===== src/rtl/shift_arbiter.sv =====
// shift_arbiter
//   Two requesters share a single 8-bit barrel shifter. A round-robin
//   arbiter picks one valid request per cycle. The chosen operands are
//   shifted and captured in a one-deep result register, which drains
//   through a valid/ready handshake.
//
// Ports
//   clk, rst_n                 clock, asynchronous active-low reset
//   reqN_valid / reqN_ready    requester N handshake (N = 0, 1)
//   reqN_din                   8-bit operand
//   reqN_shamt                 shift amount 0..7
//   reqN_lr                    1 = shift left, 0 = shift right
//   reqN_al                    right-shift fill: 1 = sign bit, 0 = zero
//   out_valid / out_ready      result handshake
//   out_data, out_id           result value and index of the issuing requester
//   grant_cnt0, grant_cnt1     wrapping counts of accepted operations

// barrel_shifter
//   Purely combinational 8-bit shifter built from log2 stages (1, 2, 4).
//   Left shifts fill with zero. Right shifts fill with din[7] when al=1,
//   and with zero otherwise.
module barrel_shifter (
  input  logic [7:0] din,
  input  logic [2:0] shamt,
  input  logic       lr,
  input  logic       al,
  output logic [7:0] dout
);

  logic       fill;
  logic [7:0] stage_val;

  // The sign bit of the original operand is the fill for every stage.
  // Composing arithmetic shifts by 1, 2 and 4 therefore equals one
  // arithmetic shift by their sum.
  assign fill = al & din[7];

  always_comb begin
    stage_val = din;
    for (int i = 0; i < 3; i++) begin
      if (shamt[i]) begin
        if (lr) begin
          stage_val = stage_val << (1 << i);
        end else begin
          stage_val = (stage_val >> (1 << i)) |
                      (fill ? ~(8'hFF >> (1 << i)) : 8'h00);
        end
      end
    end
  end

  assign dout = stage_val;

endmodule

module shift_arbiter (
  input  logic       clk,
  input  logic       rst_n,
  input  logic       req0_valid,
  output logic       req0_ready,
  input  logic [7:0] req0_din,
  input  logic [2:0] req0_shamt,
  input  logic       req0_lr,
  input  logic       req0_al,
  input  logic       req1_valid,
  output logic       req1_ready,
  input  logic [7:0] req1_din,
  input  logic [2:0] req1_shamt,
  input  logic       req1_lr,
  input  logic       req1_al,
  output logic       out_valid,
  input  logic       out_ready,
  output logic [7:0] out_data,
  output logic       out_id,
  output logic [7:0] grant_cnt0,
  output logic [7:0] grant_cnt1
);

  logic       out_valid_reg, out_valid_next;
  logic [7:0] out_data_reg,  out_data_next;
  logic       out_id_reg,    out_id_next;
  logic       last_served_reg, last_served_next;
  logic [7:0] grant_cnt0_reg, grant_cnt0_next;
  logic [7:0] grant_cnt1_reg, grant_cnt1_next;

  logic       grant0;
  logic       grant1;
  logic       can_accept;
  logic       accept;

  logic [7:0] sh_din;
  logic [2:0] sh_shamt;
  logic       sh_lr;
  logic       sh_al;
  logic [7:0] sh_dout;

  // Round-robin: a lone requester always wins. Under contention the
  // requester that was not served last wins. last_served resets to 1,
  // so requester 0 wins the first contention.
  assign grant0 = req0_valid & (~req1_valid |  last_served_reg);
  assign grant1 = req1_valid & (~req0_valid | ~last_served_reg);

  // The result register can take a new value when it is empty or is
  // being drained in this same cycle.
  assign can_accept = ~out_valid_reg | out_ready;
  assign accept     = (grant0 | grant1) & can_accept;

  // rst_n gates the readies so that no requester sees a handshake while
  // reset is held.
  assign req0_ready = rst_n & grant0 & can_accept;
  assign req1_ready = rst_n & grant1 & can_accept;

  // Operand mux in front of the single shared shifter. grant1 is the
  // selector, because at most one grant is ever active.
  always_comb begin
    sh_din   = req0_din;
    sh_shamt = req0_shamt;
    sh_lr    = req0_lr;
    sh_al    = req0_al;
    if (grant1) begin
      sh_din   = req1_din;
      sh_shamt = req1_shamt;
      sh_lr    = req1_lr;
      sh_al    = req1_al;
    end
  end

  barrel_shifter u_shifter (
    .din   (sh_din),
    .shamt (sh_shamt),
    .lr    (sh_lr),
    .al    (sh_al),
    .dout  (sh_dout)
  );

  always_comb begin
    out_valid_next   = out_valid_reg;
    out_data_next    = out_data_reg;
    out_id_next      = out_id_reg;
    last_served_next = last_served_reg;
    grant_cnt0_next  = grant_cnt0_reg;
    grant_cnt1_next  = grant_cnt1_reg;
    if (accept) begin
      // Accepting a request also covers a pop in the same cycle: the new
      // result replaces the old one and out_valid stays high.
      out_valid_next   = 1'b1;
      out_data_next    = sh_dout;
      out_id_next      = grant1;
      last_served_next = grant1;
      if (grant1) begin
        grant_cnt1_next = grant_cnt1_reg + 8'd1;
      end else begin
        grant_cnt0_next = grant_cnt0_reg + 8'd1;
      end
    end else if (out_ready) begin
      out_valid_next = 1'b0;
    end
  end

  always_ff @(posedge clk or negedge rst_n) begin
    if (!rst_n) begin
      out_valid_reg   <= 1'b0;
      out_data_reg    <= 8'h00;
      out_id_reg      <= 1'b0;
      last_served_reg <= 1'b1;
      grant_cnt0_reg  <= 8'h00;
      grant_cnt1_reg  <= 8'h00;
    end else begin
      out_valid_reg   <= out_valid_next;
      out_data_reg    <= out_data_next;
      out_id_reg      <= out_id_next;
      last_served_reg <= last_served_next;
      grant_cnt0_reg  <= grant_cnt0_next;
      grant_cnt1_reg  <= grant_cnt1_next;
    end
  end

  assign out_valid  = out_valid_reg;
  assign out_data   = out_data_reg;
  assign out_id     = out_id_reg;
  assign grant_cnt0 = grant_cnt0_reg;
  assign grant_cnt1 = grant_cnt1_reg;

endmodule


===== config.mk =====
export PLATFORM = sky130hd
export DESIGN_NAME = shift_arbiter
export DESIGN_NICKNAME = d
export VERILOG_FILES = /design/src/rtl/shift_arbiter.sv
export SDC_FILE = /design/constraint.sdc
export NUM_CORES = 1
export LEC_CHECK = 0
export ABC_AREA = 1
export CAP_MARGIN = 20
export CORE_AREA = 3 3 85 87
export CTS_CLUSTER_DIAMETER = 50
export DETAILED_ROUTE_END_ITERATION = 10
export DIE_AREA = 0 0 88 90
export PLACE_DENSITY = 0.52
export SLEW_MARGIN = 15
export SYNTH_ARGS = -nofsm -noshare
export SYNTH_HDL_FRONTEND = slang
export SYNTH_SLANG_ARGS = --single-unit

===== constraint.sdc =====
create_clock -name clk -period 1.55 [get_ports clk]
set_input_delay 0.31 -clock clk [delete_from_list [all_inputs] [get_ports clk]]
set_output_delay 0.31 -clock clk [all_outputs]
set_load 0.005 [all_outputs]

### Word level (Yosys, flattened, before mapping)

Index checks and enable logic that the tools add are counted.
W data, S select, Z words.

* reduce and logical (&&, ||, !) cells: 3
* multiplexer cells: 15
* bitwise gates (word level): 20
* $add $sub $neg: 2

Operators by type and width (count)
* $mux W8: 10
* $add A8 B1 Y8 const B: 2
* $and A1 B1 Y1: 8
* $or A4 B8 Y8: 1
* $or A6 B8 Y8: 1
* $or A7 B8 Y8: 1
* $not A1 Y1: 5
* $mux W1: 4
* $or A1 B1 Y1: 4
* $reduce_and A2 Y1: 2
* $mux W3: 1
* $reduce_bool A2 Y1: 1

* logic and storage cells: 46
* register bits after elaboration: 27
* output and inout bits: 28
* input bits: 31

### Longest topological paths before layout

* depth in word-level cells: 15
* gate-level depth with buffers: 15
* depth with buffers taken out: 14

### By module

A second synthesis with hierarchy kept.

* cell total of the unflattened synthesis: 328
* area, all modules: 2054.5 um^2

By module, submodules not included
* shift_arbiter: times used 1, sequential area each 676.9 um^2, cells an instance 217, area each 1525.2 um^2
* barrel_shifter: times used 1, sequential area each 0.0 um^2, cells an instance 111, area each 529.3 um^2

### Least setup slack after synthesis

No wires, ideal clock.

* path kind: register to register
* start point: register last_served_reg
* end point: register out_data_reg[7] (netlist: out_data[7])
* required time: 1.433 ns
* path buffers: 2
* setup slack: -0.117 ns
* cell stages (with the launch flop): 16
* library setup time: 0.117 ns
* data arrival time: 1.550 ns
* period minus slack after synthesis: 1.667 ns
* path through: dfstp_2 > nand2_1 > nand2_2 > buf_6 > nand2_1 > nand2_1 > buf_6 > nand2_1 > nand3_1 > nand2_1 > nand2_1 > nand3_1 > nand2_1 > nand2_1 > nand3_1 > nand2_1

* cells in the longest elaborated chain, start to end: 12
* elaborated cells between the ends (all ways): 24
* those cells by class: mux: 13; bitwise: 11

Ends and longest elaborated chain
* start: declaration: RTL line 82 `logic last_served_reg, last_served_next;`
* start signal: assignment: RTL line 172 `last_served_reg <= last_served_next;`
* $not A1 Y1: RTL line 101 `assign grant1 = req1_valid & (~req0_valid | ~last_served_reg);`
* $or A1 B1 Y1: RTL line 101
* $and A1 B1 Y1: RTL line 101
* $mux W8: RTL line 120 `if (grant1) begin`
* $or A7 B8 Y8: RTL line 45 `stage_val = (stage_val >> (1 << i)) |`
* $mux W8: RTL line 42 `if (lr) begin`
* $mux W8: RTL line 41 `if (shamt[i]) begin`
* $or A6 B8 Y8: RTL line 45
* $mux W8: RTL line 42
* $mux W8: RTL line 41
* $mux W8: RTL line 42
* $mux W8: RTL line 41
* end signal: assignment: RTL line 170 `out_data_reg <= out_data_next;`
* end: declaration: RTL line 80 `logic [7:0] out_data_reg, out_data_next;`

Several ways; a longest one is shown, not always the timed one.
A chain may end at the register's enable or synchronous reset.

### Worst setup path after layout

* start point: register last_served_reg
* end point: register out_data_reg[6] (netlist: out_data[6])

The elaborated chain is that of the path after synthesis.

==> results.rst <==
.. list-table::
   :header-rows: 1

   * - Metric
     - Value
   * - Outcome
     - complete, but fails checks
   * - Violations in the final reports
     - negative setup slack
   * - Core Region
     - roughly 6400 um2
   * - Kind of end point of the critical path
     - flip-flop
   * - Critical path's top delay family
     - simple AND/OR/NAND/NOR gates
   * - Seq/Total Area, Yosys
     - between 30% and 40%
   * - Net count reported at finish
     - 416
   * - N_diodes
     - 0
   * - Routed wire length
     - 5540 um
   * - Worst reg-to-reg path cell count
     - 13
   * - Crit path required time
     - between 1.5 and 2 ns
   * - Final weighted congestion in routability-driven placement
     - 0.785
   * - Area share of the largest cell type after synthesis
     - roughly 33%
   * - Dominant cell type by count on the critical path
     - sky130_fd_sc_hd__nand2_1
   * - Height of the die
     - approximately 90 um
   * - Crit-path max cell delay
     - 0.56 ns
   * - Detail Placement HPWL
     - roughly 4000 um
   * - Count of fill cells added during filler insertion
     - 623
   * - Initial standard-cell utilization of the core
     - between 30% and 40%
   * - Master of the slowest instance on the critical path
     - sky130_fd_sc_hd__dfstp_2
   * - Final cycle utilization of the critical path
     - 116%
   * - Sinks on the clock net
     - 27
   * - Post-synthesis async set-or-reset flop share
     - between 90% and 100%
   * - Startpoint types
     - flip-flop
   * - Total negative slack for setup checks
     - -3.19 ns
   * - Switching power as a share of total power
     - a little over a third
   * - Fraction of final layout cells sized beyond drive strength 1
     - around 34%
   * - Time the final worst path needs with I/O delays and setup
     - 1.80 ns
   * - RSZ-0062 raised after global routing
     - true
   * - H-tree depth
     - 1
   * - GR Overflow Total
     - 0
   * - Synthesized net count
     - 299
   * - Most used flip-flop cell after synthesis
     - sky130_fd_sc_hd__dfrtp_1
   * - Cell Chain, Critical Path
     - nand2_4 -> buf_6 -> nand3b_1 -> buf_4 -> nand2_4 -> buf_6 -> nor2_8 -> nand4_1 -> nand2_1 -> nand2_1 -> nand2_1 -> nand3_1 -> nand2_1
   * - Total CTS buffers
     - 3
   * - Power Dens Cells
     - 1170 nW/um2
   * - TritonCTS clock tree
     - done
   * - Fraction of power consumed by combinational cells
     - 59.6%
   * - Total of buffers placed on input and output ports
     - between 50 and 60
   * - Sequential standard cell area
     - between 600 and 700 um2
   * - First-pass GRT wire length
     - around 9000 um
   * - Proportion of power drawn by the clock network
     - a little over a tenth
   * - Avg Cell Area, Syn
     - about 7.3 um2
   * - Worst Max-Slew Pin Slew
     - between 0.3 and 0.4 ns
   * - Average routed wire per standard cell
     - around 12 um
   * - Synth area leader
     - sky130_fd_sc_hd__dfrtp_1
   * - Cell-internal power
     - between 2000 and 2500 uW
   * - Number of warnings printed during yosys synthesis
     - 0
   * - Final Hold Fails
     - 0
   * - Max Cap Viol
     - 0
   * - Distinct cell type count after synthesis
     - 34
   * - Largest fanout of any net on the critical path
     - 5
   * - Count of flip-flops with a built-in enable after synthesis
     - 0
   * - Initial detailed-routing violation count
     - between 80 and 90
   * - DRC viols
     - 0
   * - Slew Limit Fails
     - 0
   * - Post-place setup slack
     - -0.625 ns
   * - Layout Area Growth over Synthesis
     - 67.5%
   * - Buffers & Inverters on Critical Path
     - 3
   * - Flop2flop setup slack
     - -0.25 ns
   * - Initial antenna violation count
     - 0
   * - Class of the most critical hold timing path
     - in -> async
   * - Number of cells produced by synthesis
     - between 200 and 300
   * - Kind of critical path
     - reg -> reg
   * - Worst-case headroom to the max-slew limit
     - between 70% and 80%
   * - Maximum buffer depth of the clock tree
     - 2
   * - Number of rows created at floorplan
     - 29
   * - Area of the multi-input gates
     - ~1300 um2
   * - Maximum VDD drop
     - 616 uV
   * - Detailed-router iteration count before antenna repair
     - 4
   * - Startpoint of the worst register-to-register path
     - last_served_reg$_DFFE_PN1P_
   * - Die footprint
     - 7920 um2
   * - CP arrival
     - around 2.0 ns
   * - Root buffer cell
     - sky130_fd_sc_hd__clkbuf_8
   * - Cell area after synthesis
     - between 1500 and 2000 um2
   * - Static power due to leakage
     - roughly 0.0017 uW
   * - Vias per std cell
     - 4.56
   * - Post-Route Skew
     - around 0.0028 ns
   * - Final setup viols
     - 21
   * - Post-route setup slack
     - -0.249 ns
   * - Pin count of the biggest net entering global routing
     - 28
   * - Vias post-DR
     - 2095
   * - ANT nets after route
     - 0
   * - Clock slew at reported path FFs
     - roughly 0.090 ns
   * - Sw power
     - between 1000 and 1500 uW
   * - Vias in the first global route
     - a little over 2000
   * - End of the worst register-to-register path
     - out_data[6]$_DFFE_PN0P_
   * - Cells taking the most area after synthesis
     - sky130_fd_sc_hd__dfrtp_1, sky130_fd_sc_hd__nand2_1, sky130_fd_sc_hd__nand3_1, sky130_fd_sc_hd__xor2_1, sky130_fd_sc_hd__inv_1
   * - Clock latency on the worst-skew pair
     - between 0.2 and 0.3 ns
   * - Number of top-level design ports
     - 59
   * - Flop and latch count out of synthesis
     - 27
   * - Highest clock rate
     - between 500 and 600 MHz
   * - Width of the die
     - 88 um
   * - Overall routing resource usage
     - between 10 and 15%
   * - Sequential cell fraction of total power
     - roughly 30%
[timing repair]
action                     4_1_cts  5_1_grt
setup buffers                   16       15
resized for setup               45       14
hold buffers                     0        0
setup endpoints to repair       25       33
gates cloned                     3        0
pin swaps                       17       12
[power groups by stage]
stage               registers [uW]  clock network, uW  logic (uW)
floorplan                     1220                  0         831
global placement              1230                  0        1710
detailed placement            1240                  0        1720
CTS                           1210                418        1960
global route                  1180                439        2490
finish                        1150                396        2270
[metrics by stage]
step,std cells,total power (uW),hold WS (ns),instance area (um2),utilization [%]
floorplan,266,2050,0.0144,1970,-
global placement,423,2940,0.455,2810,43.8
detailed placement,423,2960,0.455,2810,43.8
CTS,444,3580,0.455,3110,48.4
global route,459,4120,0.461,3260,50.8
finish,459,3820,0.444,3260,50.8
[per-layer routing]
layer / track usage (%) / share of wire, % / vias up
li1: - / - / 1071
met1: 18.9 / 46 / 974
met2: 23.4 / 49 / 44
met3: 2.38 / 4.8 / 6
met4: 2.43 / 1.0 / 0
met5: 0 / 0 / -
[cell usage after synthesis, types with 3 or more instances]
library cell / number
sky130_fd_sc_hd__buf_6: 4
sky130_fd_sc_hd__a21oi_1: 4
sky130_fd_sc_hd__nand3_1: 34
sky130_fd_sc_hd__buf_2: 3
sky130_fd_sc_hd__nand3b_1: 3
sky130_fd_sc_hd__inv_1: 24
sky130_fd_sc_hd__nor2_2: 3
sky130_fd_sc_hd__nor2_1: 6
sky130_fd_sc_hd__nand2_1: 102
sky130_fd_sc_hd__inv_2: 3
sky130_fd_sc_hd__xor2_1: 12
sky130_fd_sc_hd__o21ai_1: 6
sky130_fd_sc_hd__nor2_4: 3
sky130_fd_sc_hd__dfrtp_1: 26
sky130_fd_sc_hd__nand2_2: 7
[layout make-up]
cell class              instances  area share (%)
repair buffers                119            32.9
well taps                      77            2.95
inverters                      28            3.38
flip-flops and latches         27            20.8
clock buffers                   4            1.38
multi-input cells             204            38.6
[cell families (layout without fill, tap and decap cells)]
kind of cell | Yosys count | in the layout | share of synthesized area [%]
and+or+nand+nor | 171 | 173 | 42.9
AOI/OAI and AO/OA | 14 | 14 | 4.31
buffers and inverters | 37 | 151 | 9.83
adders and majority gates | 2 | 2 | 1.29
xor gates and xnor gates | 14 | 14 | 6.30
muxes | 1 | 1 | 0.578
DFF | 27 | 27 | 34.8
[worst max-delay path by stage]
| stage | start | to | slack (ns) | cells after the start |
|---|---|---|---|---|
| 2_1_floorplan | last_served_reg$_DFFE_PN1P_ | out_data[7]$_DFFE_PN0P_ | -0.11 | 15 |
| 3_3_place_gp | req0_valid | out_data[2]$_DFFE_PN0P_ | -0.61 | 14 |
| 3_5_place_dp | req0_valid | out_data[2]$_DFFE_PN0P_ | -0.62 | 14 |
| 4_1_cts | last_served_reg$_DFFE_PN1P_ | out_data[3]$_DFFE_PN0P_ | -0.24 | 15 |
| 5_1_grt | last_served_reg$_DFFE_PN1P_ | out_data[6]$_DFFE_PN0P_ | -0.40 | 13 |
| 6_report | last_served_reg$_DFFE_PN1P_ | out_data[6]$_DFFE_PN0P_ | -0.25 | 13 |
[cell usage in the layout, fill, tap and decap left out, types with 2 or more instances in the layout]
cell / n
sky130_fd_sc_hd__nor2_4: 5
sky130_fd_sc_hd__nor2_2: 2
sky130_fd_sc_hd__nand3_2: 12
sky130_fd_sc_hd__nand2_2: 16
sky130_fd_sc_hd__nor2_1: 5
sky130_fd_sc_hd__a21oi_1: 3
sky130_fd_sc_hd__nand4_1: 2
sky130_fd_sc_hd__nor2_8: 2
sky130_fd_sc_hd__ha_1: 2
sky130_fd_sc_hd__clkbuf_8: 3
sky130_fd_sc_hd__inv_2: 3
sky130_fd_sc_hd__nand2_4: 5
sky130_fd_sc_hd__nand3b_1: 3
sky130_fd_sc_hd__dfrtp_1: 25
sky130_fd_sc_hd__o21ai_2: 4
sky130_fd_sc_hd__buf_2: 2
sky130_fd_sc_hd__xor2_1: 12
sky130_fd_sc_hd__inv_1: 23
sky130_fd_sc_hd__buf_4: 51
sky130_fd_sc_hd__xnor2_1: 2
sky130_fd_sc_hd__nand2_1: 90
sky130_fd_sc_hd__nand3_1: 23
sky130_fd_sc_hd__o21ai_1: 3
sky130_fd_sc_hd__buf_6: 9
sky130_fd_sc_hd__o21ai_0: 2
sky130_fd_sc_hd__dlygate4sd2_1: 2
sky130_fd_sc_hd__inv_4: 2
sky130_fd_sc_hd__clkdlybuf4s50_1: 54
sky130_fd_sc_hd__nor3_2: 3
(Power assumes the default switching activity.)
